==> src/rtl/if_id_stall_ctrl_pkg.sv <==
// Shared constants and FSM state encoding for the IF/ID stall/flush controller.
package if_id_stall_ctrl_pkg;

  localparam logic [31:0] DEF_RESET_PC  = 32'h0000_0000;
  localparam logic [31:0] DEF_NOP_INSTR = 32'h0000_0013;

  typedef enum logic {
    RUN   = 1'b0,
    STALL = 1'b1
  } stall_state_t;

endpackage

==> src/rtl/if_id_stall_ctrl_pc_reg.sv <==
// Program counter flop: a redirect load beats hold, and hold beats the +4 increment.
module pc_reg #(
  parameter int              XLEN     = 32,
  parameter logic [XLEN-1:0] RESET_PC = '0
)(
  input  logic            clk,
  input  logic            rst,
  input  logic            hold,
  input  logic            load,
  input  logic [XLEN-1:0] load_addr,
  output logic [XLEN-1:0] pc
);

  always_ff @(posedge clk or posedge rst) begin
    if (rst)
      pc <= RESET_PC;
    else if (load)
      pc <= load_addr;
    else if (!hold)
      pc <= pc + XLEN'(4);
  end

endmodule

==> src/rtl/if_id_stall_ctrl.sv <==
// PC and IF/ID register owner: load-use hold, branch flush and ID/EX bubble.
// Optional perf counters (stall_cnt, flush_cnt) are built when STALL_PERF_CNT_EN is defined.
module if_id_stall_ctrl
  import if_id_stall_ctrl_pkg::*;
#(
  parameter int              XLEN      = 32,
  parameter logic [XLEN-1:0] RESET_PC  = XLEN'(DEF_RESET_PC),
  parameter logic [31:0]     NOP_INSTR = DEF_NOP_INSTR,
  parameter int              MAX_STALL = 4,
  parameter int              CNT_W     = 32
)(
  input  logic             clk,
  input  logic             rst,
  input  logic             stall_signal,
  input  logic             branch_taken,
  input  logic [XLEN-1:0]  branch_target,
  input  logic [31:0]      imem_rdata,
  output logic [XLEN-1:0]  imem_addr,
  output logic [XLEN-1:0]  ifid_pc,
  output logic [31:0]      ifid_instr,
  output logic             ifid_valid,
  output logic             idex_bubble,
  output logic             stall_err
`ifdef STALL_PERF_CNT_EN
  ,
  output logic [CNT_W-1:0] stall_cnt,
  output logic [CNT_W-1:0] flush_cnt
`endif
);

  localparam int SW = $clog2(MAX_STALL + 1);

  stall_state_t  state, state_nxt;
  logic [SW-1:0] scnt, scnt_nxt;
  logic          err_set;
  logic          unused_bits;

  function automatic logic [SW-1:0] sat_inc(input logic [SW-1:0] v);
    return (v == '1) ? v : v + SW'(1);
  endfunction

  assign idex_bubble = stall_signal | branch_taken;

  // Redirect targets are word aligned; the low two bits of the target are dropped.
  pc_reg #(
    .XLEN     (XLEN),
    .RESET_PC (RESET_PC)
  ) u_pc_reg (
    .clk       (clk),
    .rst       (rst),
    .hold      (stall_signal),
    .load      (branch_taken),
    .load_addr ({branch_target[XLEN-1:2], 2'b00}),
    .pc        (imem_addr)
  );

  always_comb begin
    state_nxt = state;
    scnt_nxt  = scnt;
    err_set   = 1'b0;
    if (branch_taken) begin
      state_nxt = RUN;
      scnt_nxt  = '0;
    end else if (stall_signal) begin
      err_set = (scnt == SW'(MAX_STALL));
      if (state == RUN) begin
        state_nxt = STALL;
        scnt_nxt  = SW'(1);
      end else begin
        scnt_nxt = sat_inc(scnt);
      end
    end else begin
      state_nxt = RUN;
      scnt_nxt  = '0;
    end
  end

  // IF/ID stage boundary: flush beats hold because a stalled instruction under a redirect is wrong-path.
  always_ff @(posedge clk or posedge rst) begin
    if (rst) begin
      state      <= RUN;
      scnt       <= '0;
      stall_err  <= 1'b0;
      ifid_pc    <= RESET_PC;
      ifid_instr <= NOP_INSTR;
      ifid_valid <= 1'b0;
    end else begin
      state     <= state_nxt;
      scnt      <= scnt_nxt;
      stall_err <= stall_err | err_set;
      if (branch_taken) begin
        ifid_pc    <= imem_addr;
        ifid_instr <= NOP_INSTR;
        ifid_valid <= 1'b0;
      end else if (!stall_signal) begin
        ifid_pc    <= imem_addr;
        ifid_instr <= imem_rdata;
        ifid_valid <= 1'b1;
      end
    end
  end

`ifdef STALL_PERF_CNT_EN
  always_ff @(posedge clk or posedge rst) begin
    if (rst) begin
      stall_cnt <= '0;
      flush_cnt <= '0;
    end else begin
      if (stall_signal && !branch_taken)
        stall_cnt <= stall_cnt + CNT_W'(1);
      if (branch_taken)
        flush_cnt <= flush_cnt + CNT_W'(1);
    end
  end

  assign unused_bits = ^branch_target[1:0];
`else
  assign unused_bits = ^{branch_target[1:0], CNT_W[0]};
`endif

endmodule

==> config.mk <==
export PLATFORM = sky130hd
export DESIGN_NAME = if_id_stall_ctrl
export DESIGN_NICKNAME = d
export VERILOG_FILES = /design/src/rtl/if_id_stall_ctrl_pkg.sv /design/src/rtl/if_id_stall_ctrl_pc_reg.sv /design/src/rtl/if_id_stall_ctrl.sv
export SDC_FILE = /design/constraint.sdc
export NUM_CORES = 1
export LEC_CHECK = 0
export ABC_AREA = 1
export BUFFER_PORTS_ARGS = -buffer_cell sky130_fd_sc_hd__buf_2
export CELL_PAD_IN_SITES_DETAIL_PLACEMENT = 1
export CELL_PAD_IN_SITES_GLOBAL_PLACEMENT = 1
export CORE_MARGIN = 2
export CORE_UTILIZATION = 39
export CTS_CLUSTER_SIZE = 16
export DETAILED_ROUTE_END_ITERATION = 8
export PLACE_DENSITY = 0.94
export SYNTH_ARGS = -nofsm -noshare
export SYNTH_HDL_FRONTEND = slang
export SYNTH_SLANG_ARGS = --single-unit
==> constraint.sdc <==
create_clock -name clk -period 7.25 [get_ports clk]
set_input_delay 1.8125 -clock clk [delete_from_list [all_inputs] [get_ports clk]]
set_output_delay 1.8125 -clock clk [all_outputs]
set_load 0.005 [all_outputs]
# Word-level counts from Yosys, hierarchy flattened
# Cells that the tools add are included.
[word_totals]
reg_bits = 102
latch_bits = 0
mem_bits_rw = 0
mem_bits_ro = 0
input_bits = 68
output_inout_bits = 99
wordCells = 31
memories = 0
[op_classes]
addsub = 2
mul = 0
n_div = 0
order_cmp = 0
eq_ne = 4
shift = 0
mux = 16
n_bitwise = 2
n_reduce_logical = 0
[ops]
columns = ["op", "n"]
rows = [
  ["two-way mux 32 bit", 6],
  ["adder 32 x 3 -> 32 bit, second input constant", 1],
  ["two-way mux 3 bit", 4],
  ["equality test 3 bit, second input constant", 2],
  ["two-way mux 1 bit", 6],
  ["!= test 4 bit, second input constant", 1],
  ["adder 3 x 1 -> 3 bit, second input constant", 1],
  ["!= test 2 x 1 -> 1 bit, second input constant", 1],
  ["bitwise OR 1 bit", 2],
]

# Longest topological paths before layout
# Gate-level depths: netlist of run 1.
[logic_depth]
depth_word = 5
mapped_depth = 10

# Modules after synthesis
# From an unflattened synthesis of run 1, not the netlist that was laid out.
[unflattened]
cells_unflattened = 646
area_unflattened_um2 = 4963.5
[by_module_without_submodules]
columns = ["module", "instances", "cells_each", "area_each_um2", "seq_area_each_um2"]
rows = [
  ["if_id_stall_ctrl", 1, 305, 2727.6, 1755.4],
  ["pc_reg", 1, 341, 2235.9, 800.8],
]

# Worst setup path before layout of run 1
# No wires, ideal clock.
[synth_timing]
path_kind = "input to output"
from = "input branch_taken"
to = "output idex_bubble"
arrival_ns = 2.264
path_slack_ns = 3.173
stages = 3
path_cell_list = "nor2_1 -> buf_2 -> inv_1"
[synth_between]
elab_chain_len = 1
[synth_rtl]
columns = ["element", "line_no", "text"]
rows = [
  ["start: declaration", "if_id_stall_ctrl.sv:15", "input logic branch_taken,"],
  ["bitwise OR 1 bit", "if_id_stall_ctrl.sv:42", "assign idex_bubble = stall_signal | branch_taken;"],
  ["end: declaration", "if_id_stall_ctrl.sv:22", "output logic idex_bubble,"],
]
# Every way passes these cells.

# Worst setup path after layout of run 1
# Ends and elaborated chain as after synthesis.

==> flow_summary.ini, run 1 <==
[pwr]
p_leak_nw = 3.07
irDropWorstVdd_uv = 104
power.density_nw_per_um2 = 221
netSwitchingPower_mw = 0.387
p_seq_share_pct = 49.5
combPwrFrac_pct = 16.5
switching_share_pct = 29.6
clkPwrFrac_pct = 33.9
intPower_mw = 0.920

[worst_setup_path]
slowest_delay_ps = 560
end_kind = output pin
timing.rr.start = u_pc_reg.pc[2]
crit_family = buffers and inverters
cp.required_ps = 5440
critPathLaunch = branch_taken
path_buf_inv = 3
path_max_fanout = 32
crit_arrival_ps = 2780
crit_type = in -> out
crit_slowest_cell = buf_2
cpMostUsedCell = buf_2
crit_chain = buf_2 > nor2_4 > inv_1 > buf_2
worstSetupStartpointType = primary input

[cts]
clock_sinks = 98
numCtsBuffers = 9
cts.clk_slew.worst_paths_ps = 70
cts_resized = 0
clkLatencyLatePin_ps = 350
clock_path_buffers = 2
hold_buffers = 0
postCtsSetupBuffers = 0
clockRootBuffer = clkbuf_16
cts_tree = yes
cts_htree_levels = 3

[synthesis]
yosysUniqueCellTypes = 30
ys.flop_type = dfrtp_1
syn_inst = 585
avgSynthCellArea_um2 = 8.13
yosysWarnings = 0
synth.cell_area_um2 = 4760
synth-edff-count = 0
synthArstFlopShare_pct = 100
synth_seq_cells = 98
seq_area_frac_synth_pct = 51.6

[routing]
viasPerCell = 5.00
wl_mm = 14.9
routedWlPerCell_um = 16.8
num_vias = 4443
drc = 0
ant_nets = 0
dr.pass1.iters = 4
drt_iter0_drc = 295

[floorplan]
start_util_pct = 39.8
core-area_um2 = 12000
die-area_um2 = 13100
die_w_um = 114
die_h_um = 114
rows = 40
num_io_pins = 167

[placed_design]
dpl_worst_slack_ps = 2640
portBuffers = 160
hpwl_mm = 11.0
routabilityCongestion = 0.839

[global_routing]
gr-total-overflow = 0
antenna_found_initial = 0
grt_max_degree = 95
grt_pass1_wl_mm = 24.2
grt_pass1_vias = 4715
grt_usage_pct = 23.5

[hold_path]
min_from = ifid_pc[24]
hold_class = reg -> reg

[layout]
diodes = 0
largest_reg_flops = 32
drive_above_1_share_pct = 26.7
nNetsFinal = 808
multi_input_area_um2 = 1940
seqCellArea_um2 = 2460
fillers = 1562
area_growth_syn_to_layout_pct = 24.6

[sta]
final.setup.tns_ps = 0
fin_ws_ps = 2660
holdWs_ps = 481
finalCriticalPeriod_ps = 4590
rsz0062_at_grt = false
relSlewSlack_pct = 29.6
max_freq_mhz = 218
fin_skew_ps = 8.78
hold_viol = 0
slew_violations = 0
worst_pin_slew_ps = 1050
fin_crit_sh_pct = 63.3
setup_viol = 0

[status]
status = complete, no violations

[run]
maxCapViolations = 0
[worst register-to-register path, delay by kind of cell, from the launching register on]
| kind | cells | cell delay, ps |
|---|---|---|
| DFF | 1 | 500 |
| xor gates and xnor gates | 1 | 170 |
| adders and majority gates | 1 | 390 |
| and+or+nand+nor | 5 | 820 |
[placed cells by master (no fill, tap or decap)]
cell	count
nand3_2	1
o21ai_0	55
nand2_2	4
a21oi_1	2
o21bai_1	3
xor2_1	8
nor2_4	4
o21ai_1	1
nor2_1	46
clkinvlp_4	1
clkbuf_1	3
ha_1	4
o211ai_1	3
nor2_2	7
a22o_1	29
clkbuf_16	9
buf_4	3
nand2_1	191
nand3_1	23
inv_4	1
clkinv_4	2
o22ai_1	2
buf_2	160
o221ai_1	3
conb_1	4
clkinv_2	1
a31o_2	1
inv_2	1
nor3_1	2
o22a_1	3
a31oi_1	1
inv_1	65
dfrtp_1	95
dfstp_2	3
[power by group through the flow]
stage,Sequential [mW],Combinational (mW),Clock [mW]
after floorplan,0.650,0.109,0
after global placement,0.652,0.207,0
after detailed placement,0.656,0.217,0
after CTS,0.647,0.220,0.451
after global routing,0.655,0.246,0.474
final,0.647,0.216,0.444
[per-stage QoR]
stage               std cells  util (%)  cell area, um2  total power [mW]
floorplan                 588         -            4770             0.759
global placement          872      47.3            5660             0.860
detailed placement        872      47.3            5660             0.874
CTS                       888      49.6            5930              1.32
global route              888      49.6            5930              1.37
finish                    888      49.6            5930              1.31
[synthesized netlist by cell type, types with 4 or more instances]
cell	count	area (um2)
nand2_1	191	717
dfrtp_1	95	2380
inv_1	66	248
o21ai_0	55	275
nor2_1	47	176
a22o_1	29	254
nand3_1	23	115
buf_2	10	50.1
clkbuf_1	10	37.5
nor2_2	8	50.1
xor2_1	8	70.1
buf_4	5	37.5
ha_1	4	50.1
nand2_2	4	25.0
[logic make-up after synthesis]
| group | share of synthesized area [%] |
|---|---|
| AO/OA/AOI/OAI | 14.1 |
| XOR/XNOR | 1.47 |
| adder cells (fa/ha/maj) | 1.05 |
| buffers and inverters | 8.00 |
| flip-flops | 51.6 |
| other | 0.0789 |
| AND/OR/NAND/NOR | 23.7 |
[layout make-up]
| class | count | share of cell area [%] |
|---|---|---|
| timing repair buffer | 163 | 13.9 |
| clock buffer | 12 | 3.99 |
| clock inverter | 4 | 0.507 |
| multi-input combinational | 397 | 32.8 |
| tap | 147 | 3.10 |
| inverter | 67 | 4.29 |
| sequential | 98 | 41.4 |
[worst paths after layout]
path	to	slack, ps	cells after the start
worst max register to register	u_pc_reg.pc[16]	5260	7
worst max-delay path	idex_bubble	2660	4
worst min register to register	ifid_pc[24]	480	2
min in group asynchronous	ifid_instr[2]	1470	2
max in group asynchronous	scnt[0]	4580	3
worst min-delay path	ifid_pc[24]	480	2
[layer usage]
metal | track usage [%] | part of all wire (%) | vias up
met5 | 0 | 0 | -
met4 | 5.28 | 0.82 | 0
met3 | 4.08 | 4.9 | 11
met2 | 40.7 | 51 | 111
met1 | 30.7 | 43 | 2169
li1 | - | - | 2152
(Power assumes the default switching activity.)
==> run 2, diff against run 1 <==
--- a/config.mk
+++ b/config.mk
@@ -10,10 +10,10 @@
 export CELL_PAD_IN_SITES_DETAIL_PLACEMENT = 1
 export CELL_PAD_IN_SITES_GLOBAL_PLACEMENT = 1
 export CORE_MARGIN = 2
-export CORE_UTILIZATION = 39
+export CORE_UTILIZATION = 32
 export CTS_CLUSTER_SIZE = 16
 export DETAILED_ROUTE_END_ITERATION = 8
-export PLACE_DENSITY = 0.94
+export PLACE_DENSITY = 0.84
 export SYNTH_ARGS = -nofsm -noshare
 export SYNTH_HDL_FRONTEND = slang
 export SYNTH_SLANG_ARGS = --single-unit
==> constraint.sdc (replaced) <==
create_clock -name clk -period 4 [get_ports clk]
set_input_delay 1 -clock clk [delete_from_list [all_inputs] [get_ports clk]]
set_output_delay 1 -clock clk [all_outputs]
set_load 0.005 [all_outputs]
==> run 2 against run 1 <==
Critical path depth unchanged. Power up 87%. Design area up 1.8%. Combinational power up 82%. Largest cell class unchanged. Clock skew down 2.0 ps. Sequential power up 81%. First-iteration DRC count down 33%. Worst setup slack worse by 1400 ps. Count of clock-buffer cells in the layout down 1. Sequential cell count unchanged. Largest power group unchanged. Non-clock buffer count up 4.
==> flow_summary.ini, run 2 (synthesis gave the netlist of run 1 again) <==
[status]
status = complete, no violations

[cts]
numCtsBuffers = 9
cts.clk_slew.worst_paths_ps = 70
clkLatencyLatePin_ps = 350
cts_htree_levels = 3
postCtsSetupBuffers = 0
cts_tree = yes
clockRootBuffer = clkbuf_16
clock_path_buffers = 2
hold_buffers = 0
clock_sinks = 98
cts_resized = 0

[floorplan]
core-area_um2 = 14500
die_w_um = 126
rows = 44
num_io_pins = 167
die_h_um = 126
die-area_um2 = 15900
start_util_pct = 32.7

[pwr]
clkPwrFrac_pct = 36.1
totalPowerFinal_mw = 2.45
switching_share_pct = 30.1
netSwitchingPower_mw = 0.736
combPwrFrac_pct = 16.1
irDropWorstVdd_uv = 180
p_seq_share_pct = 47.9
intPower_mw = 1.71
p_leak_nw = 3.11
power.density_nw_per_um2 = 405

[sta]
slew_violations = 0
fin_crit_sh_pct = 67.9
fin_skew_ps = 6.82
fin_ws_ps = 1290
rsz0062_at_grt = false
relSlewSlack_pct = 40.9
worst_pin_slew_ps = 886
max_freq_mhz = 368
setup_viol = 0
final.setup.tns_ps = 0
hold_viol = 0
holdWs_ps = 465
finalCriticalPeriod_ps = 2710

[routing]
num_vias = 4418
ant_nets = 0
drt_iter0_drc = 198
routed.top_layer = met4
dr_wl_met2_mm = 7.33
drt-met1-wl_mm = 7.06
dr.pass1.iters = 4
wl_mm = 15.2
viasPerCell = 4.76
routedWlPerCell_um = 16.3
wl_met3_um = 537
drc = 0

[layout]
layout_commonest_cell = nand2_1
largest_reg_flops = 32
nNetsFinal = 812
area_growth_syn_to_layout_pct = 26.9
drive_above_1_share_pct = 27.5
design_area_um2 = 6030
final_cell_mix = 191 x nand2_1, 160 x buf_2, 95 x dfrtp_1, 65 x inv_1, 55 x o21ai_0
diodes = 0

[placed_design]
routabilityCongestion = 0.811
dpl_worst_slack_ps = 1080
portBuffers = 160
placed_area_um2 = 5740
hpwl_mm = 11.2

[worst_setup_path]
crit_type = in -> out
cp.required_ps = 3000
worstSetupStartpointType = primary input
end_kind = output pin
path_max_fanout = 14
crit_arrival_ps = 1710

[global_routing]
grt_usage_pct = 19.7
antenna_found_initial = 0
grt_pass1_wl_mm = 24.8
gr-total-overflow = 0
grt_max_degree = 95
grt_pass1_vias = 4704

[hold_path]
hold_class = reg -> reg

[run]
maxCapViolations = 0
==> run 2: layout make-up <==
class / instances / area [um2]
Clock inverter: 5 / 43.8
Timing Repair Buffer: 167 / 853
Multi-Input combinational cell: 397 / 1940
Fill cell: 1841 / 8500
Inverter: 67 / 254
Sequential cell: 98 / 2460
Tap cell: 184 / 230
Clock buffer: 11 / 253
==> run 2: final timing paths <==
kind                                 from         endpoint  slack [ps]  depth (start not counted)
max in group asynchronous             rst      ifid_pc[27]        2400                          3
hold reg to reg                 stall_err        stall_err         460                          1
setup / recovery             branch_taken      idex_bubble        1290                          4
hold / removal                  stall_err        stall_err         460                          1
min in group asynchronous             rst    ifid_instr[6]         800                          2
setup reg to reg           u_pc_reg.pc[2]  u_pc_reg.pc[16]        2020                          7
==> run 2: metrics by stage <==
step | util, % | instances
floorplan | - | 588
global placement | 39.5 | 913
detailed placement | 39.5 | 913
CTS | 41.5 | 929
global route | 41.5 | 929
finish | 41.5 | 929
==> run 2: power groups by stage <==
stage / sequential (mW) / clock, mW / combinational [mW]
floorplan: 1.18 / 0 / 0.197
global placement: 1.19 / 0 / 0.387
detailed placement: 1.19 / 0 / 0.400
CTS: 1.17 / 0.901 / 0.402
global route: 1.19 / 0.938 / 0.450
finish: 1.17 / 0.883 / 0.393
==> run 2: per-layer routing <==
layer,vias to the layer above,GRT usage (%)
met5,-,0
met4,0,6.40
met1,2148,26.5
met2,85,32.9
met3,18,2.93
li1,2167,-
==> run 2: critical path: stages <==
cell    delay (ps)
buf_2          320
nor2_4          90
inv_1          160
buf_2          150
==> run 3, diff against run 2 <==
==> constraint.sdc (replaced) <==
create_clock -name clk -period 2.3 [get_ports clk]
set_input_delay 0.575 -clock clk [delete_from_list [all_inputs] [get_ports clk]]
set_output_delay 0.575 -clock clk [all_outputs]
set_load 0.005 [all_outputs]
==> run 3 against run 2 <==
Combinational power rose by 78%. Largest cell class unchanged. Core utilization rose by 0.57 points. Via count rose by 1.7%.
==> flow_summary.ini, run 3 (synthesis gave the netlist of run 1 again) <==
[status]
status = complete, no violations

[layout]
drive_above_1_share_pct = 27.7
area_growth_syn_to_layout_pct = 28.6
final_cell_mix = 191 x nand2_1, 160 x buf_2, 95 x dfrtp_1, 65 x inv_1, 55 x o21ai_0
nNetsFinal = 815
layout_commonest_cell = nand2_1
utilization_pct = 42.1
largest_reg_flops = 32

[pwr]
power.density_nw_per_um2 = 705
irDropWorstVdd_uv = 344
p_leak_nw = 3.13

[placed_design]
dpl_worst_slack_ps = 466
hpwl_mm = 11.5
routabilityCongestion = 0.807
portBuffers = 160

[sta]
rsz0062_at_grt = false
finalCriticalPeriod_ps = 1850
fin_crit_sh_pct = 80.3
setup_viol = 0
fin_skew_ps = 10.6
slew_violations = 0
relSlewSlack_pct = 56.5
worst_pin_slew_ps = 651
fin_ws_ps = 454
hold_viol = 0
max_freq_mhz = 542
final.setup.tns_ps = 0

[cts]
numCtsBuffers = 9
clock_sinks = 98
clock_path_buffers = 2
postCtsSetupBuffers = 0
cts_htree_levels = 3
hold_buffers = 0
cts_resized = 0
cts_tree = yes
clockRootBuffer = clkbuf_16
cts.clk_slew.worst_paths_ps = 70
clkLatencyLatePin_ps = 360

[routing]
drt_iter0_drc = 239
routedWlPerCell_um = 16.4
drc = 0
num_vias = 4491
ant_nets = 0
wl_mm = 15.3
dr.pass1.iters = 4
viasPerCell = 4.81

[hold_path]
hold_class = in -> async

[worst_setup_path]
crit_chain = ha_1 > nand3_1 > nor2_2 > nand3_1 > xor2_1 > nand2_1 > nand2_1
end_kind = register
cp.required_ps = 2550
slowest_delay_ps = 500
worstSetupStartpointType = register
crit_arrival_ps = 2100
crit_slowest_cell = dfrtp_1
path_max_fanout = 7
crit_type = reg -> reg
ff2ff_setup_slack_ps = 450

[global_routing]
grt_max_degree = 58
grt_pass1_wl_mm = 24.7
grt_usage_pct = 19.7
grt_pass1_vias = 4630
antenna_found_initial = 0
gr-total-overflow = 0

[floorplan]
die_w_um = 126
num_io_pins = 167
start_util_pct = 32.7
die_h_um = 126
core-area_um2 = 14500
rows = 44
die-area_um2 = 15900

[run]
maxCapViolations = 0
[run 3: report_power, final]
| group | total [mW] | switching [mW] | internal [mW] |
|---|---|---|---|
| sequential | 2.04 | 0.153 | 1.88 |
| combinational | 0.701 | 0.407 | 0.294 |
| clock | 1.57 | 0.712 | 0.858 |
[run 3: layer usage]
metal / vias up / GRT usage (%) / part of all wire, %
met5: - / 0 / 0
met4: 0 / 7.95 / 2.0
met3: 20 / 2.97 / 4.7
met2: 109 / 32.1 / 47
met1: 2179 / 26.4 / 46
li1: 2183 / - / -
[run 3: through the flow]
stage	cells	area [um2]	total power, mW	hold WS [ps]
floorplan	588	4770	2.39	465
global placement	916	5810	2.75	449
detailed placement	916	5810	2.78	450
CTS	932	6110	4.36	315
global route	932	6110	4.54	339
finish	933	6120	4.31	299
[run 3: area by class of cell]
cell class,count,area (um2)
antenna,1,2.50
clock buffer,10,229
clock inverter,6,73.8
fill,1852,8420
inverter,67,255
multi-input combinational,397,1940
sequential,98,2460
tap,184,230
timing repair buffer,170,926
[run 3: worst paths after layout]
path / startpoint / to / depth (start not counted)
hold / removal: rst / ifid_instr[9] / 2
setup / recovery: u_pc_reg.pc[2] / u_pc_reg.pc[16] / 7
setup reg to reg: u_pc_reg.pc[2] / u_pc_reg.pc[16] / 7
max in group asynchronous: rst / u_pc_reg.pc[26] / 3
min in group clk: branch_target[3] / u_pc_reg.pc[3] / 3
hold reg to reg: stall_err / stall_err / 1
[run 3: worst max-delay path, delay by kind of cell (launching register included)]
kind / cells / cell delay, ps
flip-flops: 1 / 500
adder cells (fa/ha/maj): 1 / 340
XOR/XNOR: 1 / 170
AND/OR/NAND/NOR: 5 / 730
